File: src/rtl/regfile_wb_arbiter.sv
// ============================================================================
// Module      : regfile_wb_arbiter
// Description : Round-robin arbiter for the register-file write port between
//               ALU (A) and load (B) writebacks. It also keeps a busy scoreboard
//               that decode uses to detect read-after-write hazards.
// Revision    : 1.0 - initial release
// ============================================================================
`default_nettype none

module regfile_wb_arbiter #(
    parameter int ADDRESS_WIDTH = 5,
    parameter int DATA_WIDTH    = 32
) (
    input  logic                     clk,
    input  logic                     rst_n,
    input  logic                     a_valid,
    output logic                     a_ready,
    input  logic [ADDRESS_WIDTH-1:0] a_addr,
    input  logic [DATA_WIDTH-1:0]    a_data,
    input  logic                     b_valid,
    output logic                     b_ready,
    input  logic [ADDRESS_WIDTH-1:0] b_addr,
    input  logic [DATA_WIDTH-1:0]    b_data,
    input  logic                     iss_valid,
    input  logic [ADDRESS_WIDTH-1:0] iss_addr,
    input  logic                     flush,
    input  logic [ADDRESS_WIDTH-1:0] chk1,
    input  logic [ADDRESS_WIDTH-1:0] chk2,
    output logic                     hz1,
    output logic                     hz2,
    output logic [ADDRESS_WIDTH-1:0] ad3,
    output logic                     we3,
    output logic [DATA_WIDTH-1:0]    wd3
);

    localparam int NREGS = 1 << ADDRESS_WIDTH;

    // ptr_q = 0 gives A priority on contention, 1 gives B priority
    logic                     ptr_q, ptr_d;
    logic                     grant_a, grant_b, hs;
    logic [ADDRESS_WIDTH-1:0] win_addr;
    logic [DATA_WIDTH-1:0]    win_data;
    logic                     we3_q, we3_d;
    logic [ADDRESS_WIDTH-1:0] ad3_q, ad3_d;
    logic [DATA_WIDTH-1:0]    wd3_q, wd3_d;
    logic [NREGS-1:0]         busy_q, busy_d;

    assign grant_a = rst_n & a_valid & (~b_valid | ~ptr_q);
    assign grant_b = rst_n & b_valid & (~a_valid | ptr_q);
    assign a_ready = grant_a;
    assign b_ready = grant_b;
    assign hs      = grant_a | grant_b;

    assign win_addr = grant_b ? b_addr : a_addr;
    assign win_data = grant_b ? b_data : a_data;

    always_comb begin
        ptr_d = ptr_q;
        if (a_valid && b_valid) begin
            ptr_d = ~ptr_q;
        end
    end

    // x0 writes still handshake, but they never reach the register file
    always_comb begin
        we3_d = hs && (win_addr != '0);
        ad3_d = ad3_q;
        wd3_d = wd3_q;
        if (hs) begin
            ad3_d = win_addr;
            wd3_d = win_data;
        end
    end

    // A set wins over a retire-clear on the same register in the same cycle
    assign busy_d[0] = 1'b0;
    for (genvar i = 1; i < NREGS; i++) begin : g_busy
        assign busy_d[i] = ~flush &
            ((busy_q[i] & ~(we3_q && (ad3_q == ADDRESS_WIDTH'(i)))) |
             (iss_valid && (iss_addr == ADDRESS_WIDTH'(i))));
    end

    always_ff @(posedge clk or negedge rst_n) begin
        if (!rst_n) begin
            ptr_q  <= 1'b0;
            we3_q  <= 1'b0;
            ad3_q  <= '0;
            wd3_q  <= '0;
            busy_q <= '0;
        end else begin
            ptr_q  <= ptr_d;
            we3_q  <= we3_d;
            ad3_q  <= ad3_d;
            wd3_q  <= wd3_d;
            busy_q <= busy_d;
        end
    end

    assign we3 = we3_q;
    assign ad3 = ad3_q;
    assign wd3 = wd3_q;
    assign hz1 = busy_q[chk1];
    assign hz2 = busy_q[chk2];

endmodule

`default_nettype wire

File: config.mk
export PLATFORM = sky130hd
export DESIGN_NAME = regfile_wb_arbiter
export DESIGN_NICKNAME = d
export VERILOG_FILES = /design/src/rtl/regfile_wb_arbiter.sv
export SDC_FILE = /design/constraint.sdc
export NUM_CORES = 1
export LEC_CHECK = 0
export BUFFER_PORTS_ARGS = -buffer_cell sky130_fd_sc_hd__buf_2
export CAP_MARGIN = 10
export CORE_AREA = 8 8 93 95
export CTS_CLUSTER_DIAMETER = 200
export DETAILED_ROUTE_END_ITERATION = 12
export DIE_AREA = 0 0 101 103
export GPL_TIMING_DRIVEN = 0
export HOLD_SLACK_MARGIN = 0.03
export PLACE_DENSITY = 0.84
export RECOVER_POWER = 50
export SYNTH_ARGS = -nofsm -noshare
export SYNTH_HDL_FRONTEND = slang
export SYNTH_SLANG_ARGS = --single-unit
File: constraint.sdc
create_clock -name clk -period 2.85 [get_ports clk]
set_clock_uncertainty 0.1 [all_clocks]
set_input_delay 0.1425 -clock clk [delete_from_list [all_inputs] [get_ports clk]]
set_output_delay 0.1425 -clock clk [all_outputs]
set_load 0.01 [all_outputs]
==> reports/metrics.yaml <==
setup_path:
  rr_worst_depth: 6
  critPathArrivalTime_ns: 2.75
  worstReg2RegEnd: "wd3[26]$_DFFE_PN0P_"
  crit_path_start_kind: "primary input"
  worstSetupEndpointType: "register"
  reg2reg_from: "ptr_q$_DFFE_PN0P_"
  r2r_slack_ns: 0.41
  worstPathRequired_ns: 3.02
  critical-path-max-stage-delay_ns: 0.62
  critPathKind: "in -> reg"
  path_cells: "dlygate4sd3_1 > buf_6 > nand2_1 > a21oi_1 > buf_2 > buf_2 > a22oi_1 > dlygate4sd3_1 > nand2_1"
  slowest_stage: "dlygate4sd3_1"
  path_max_fanout: 10
logic_synthesis:
  ys_top_cells_by_area: "dfrtp_1 (47%), nand2_1 (10%), a22oi_1 (7.3%)"
  synth.distinct_cells: 34
  async_flop_share: 1.00
  synth_seq_cells: 70
  synth_edf_count: 0
  synth_compound_area_frac: 0.185
  synth_top_area_cell: "dfrtp_1"
  synthCells: 416
  yosys.area_share.adder: 0
  syn_area_um2: 3730
  synth_commonest_cells: "nand2_1 (104), dfrtp_1 (70), a21oi_1 (38)"
  yosysMostFrequentCell: "nand2_1"
  yosysWarnings: 0
  yosysSeqAreaShare: 0.470
  synth_top_family_by_area: "simple AND/OR/NAND/NOR gates"
  synthSimpleGateAreaFrac: 0.204
  synth_ff_type: "dfrtp_1"
  synth.top_cell.area_share: 0.470
  yosys-mux-area-fraction: 0.104
  syn_nets: 511
  avgSynthCellArea_um2: 8.96
  synthXorXnorAreaFrac: 0.00235
floorplan:
  die-width_um: 101
  num_rows: 31
  ios: 137
  die-area_um2: 10400
  die-height_um: 103
  start_util: 0.522
  fp.coreArea_um2: 7140
grt:
  grt_start_max_net_pins: 74
  grt_pass1_vias: 4619
  grt_overflow_total: 0
  grt_pass1_wl_um: 24500
  track_usage: 0.312
  antenna_found_initial: 0
worst_hold_path:
  hp-class: "in -> reg"
  hold_end: "busy_q[3]$_DFF_PN0_"
  hold_depth: 3
  hold_start: "iss_addr[0]"
sta:
  slew_headroom: -0.161
  slew_violations: 71
  fmax_mhz: 388
  finalSetupTns_ns: 0
  fin_hold_ws_ns: 0.0571
  rsz0062_at_grt: "no"
  setup_viol_count_final: 0
  hold_violations: 0
  worst_pin_slew_ns: 1.74
  fin_crit_ns: 2.58
  finalCritPeriodShare: 0.905
pwr:
  p_leak_nw: 2.51
  p_per_area_nw_per_um2: 548
  worst_ir_drop_vdd_uv: 427
  power_mw: 2.98
  power.share.sequential: 0.429
  p_int_mw: 1.90
  swShare: 0.364
  clockPowerShare: 0.250
  p_switching_mw: 1.09
  p_comb_frac: 0.321
status:
  violations: "capacitance limit, slew limit"
  status: "finished with violations"
drt:
  avgRoutedWirePerCell_um: 23.3
  drtIter0Drc: 501
  drtPass1Iterations: 8
  vias_per_cell: 6.32
  antenna_left: 0
  drc: 0
  drt_wl_total_um: 17100
  vias: 4655
clock_network:
  ctsHtreeMaxLevel: 3
  clockBufferDepth: 2
  worst_skew_pair.late_latency_ns: 0.35
  tritoncts: "yes"
  clock_sinks: 70
  cts-root-buf: "clkbuf_8"
  clkTransAtPathRegs_ns: 0.07
  cts_buffers: 9
final_layout:
  area_growth_pct: 46.1
  final_area_um2: 5450
  n_antenna_cell: 0
  fin_util: 0.763
  fin_nets: 730
  fillers: 451
  drive_gt1_frac: 0.216
placement:
  gp_congestion: 0.896
  portBuffers: 128
  dpl_cell_area_um2: 4490
  dp_hpwl_um: 9320
job:
  maxCapViolCount: 1
## power by group through the flow
| stage | clock network [mW] | registers (mW) | logic, mW |
|---|---|---|---|
| after floorplan | 0 | 1.30 | 0.328 |
| after global placement | 0 | 1.25 | 0.707 |
| after detailed placement | 0 | 1.25 | 0.730 |
| after CTS | 0.734 | 1.24 | 0.864 |
| after global routing | 0.780 | 1.29 | 1.01 |
| final | 0.745 | 1.28 | 0.958 |
## metal layers
metal	vias up	part of all wire	track usage	routed length [um]
met5	-	0	0	0
met4	0	0.074	0.173	1270
met3	141	0.14	0.0979	2360
met2	465	0.45	0.524	7790
met1	2137	0.33	0.348	5720
li1	1912	-	-	-
## critical path, delay by kind of cell
family | cells | cell delay [ns]
buffers and inverters | 5 | 1.99
and+or+nand+nor | 2 | 0.20
AOI/OAI and AO/OA | 2 | 0.40
## cell families (layout without fill, tap and decap cells)
logic type	after synthesis	after routing
buffers and inverters	29	251
muxes	30	30
and+or+nand+nor	169	169
xor gates and xnor gates	1	1
AOI/OAI and AO/OA	117	117
DFF	70	70
## worst max path at each step
stage	from	to	slack (ns)	depth (start not counted)
6_report	rst_n	wd3[19]$_DFFE_PN0P_	0.27	9
5_1_grt	b_valid	wd3[30]$_DFFE_PN0P_	0.13	8
4_1_cts	rst_n	wd3[13]$_DFFE_PN0P_	0.27	7
3_5_place_dp	rst_n	wd3[6]$_DFFE_PN0P_	0.46	6
3_3_place_gp	rst_n	wd3[13]$_DFFE_PN0P_	0.07	6
2_1_floorplan	busy_q[21]$_DFF_PN0_	hz1	1.29	4
## what timing repair did
action / 4_1_cts / 5_1_grt
setup endpoints to repair: 0 / 29
gates resized for setup: 0 / 2
setup buffers: 0 / 0
endpoints found under the hold margin: 114 / 70
hold buffers: 78 / 2
## placed cells by master (no fill, tap or decap), drive strengths merged, types with 2 or more instances in the layout
cell type    count
a21oi           38
a22oi           36
and3             2
buf            118
clkbuf          50
dfrtp           70
dlygate4sd3     79
inv              3
mux2             2
mux2i           22
mux4             6
nand2          104
nand2b           9
nand3           18
nand3b           2
nand4            3
nand4b           2
nor2            10
nor2b           10
nor3             2
o21ai           39
or2              2
or4              3
## through the flow
step                      setup slack, ns  instances
after global placement             0.0693        643
after CTS                           0.270        735
after floorplan                      1.29        416
after global routing                0.129        737
final                               0.270        737
after detailed placement            0.463        643
## registers in the layout, indices dropped and copies added (netlist names)
register,count
ad3,5
busy_q,31
ptr_q,1
we3,1
wd3,32
## cell type report
cell class,instances,area [um2],area share
repair buffers,208,1420,0.260
inverters,3,11.3,0.00207
well taps,99,124,0.0227
plain buffers,26,118,0.0216
clock buffers,13,169,0.0310
multi-input cells,317,1850,0.340
clock inverters,1,5.00,0.000919
flip-flops and latches,70,1750,0.322
(Power assumes the default switching activity.)
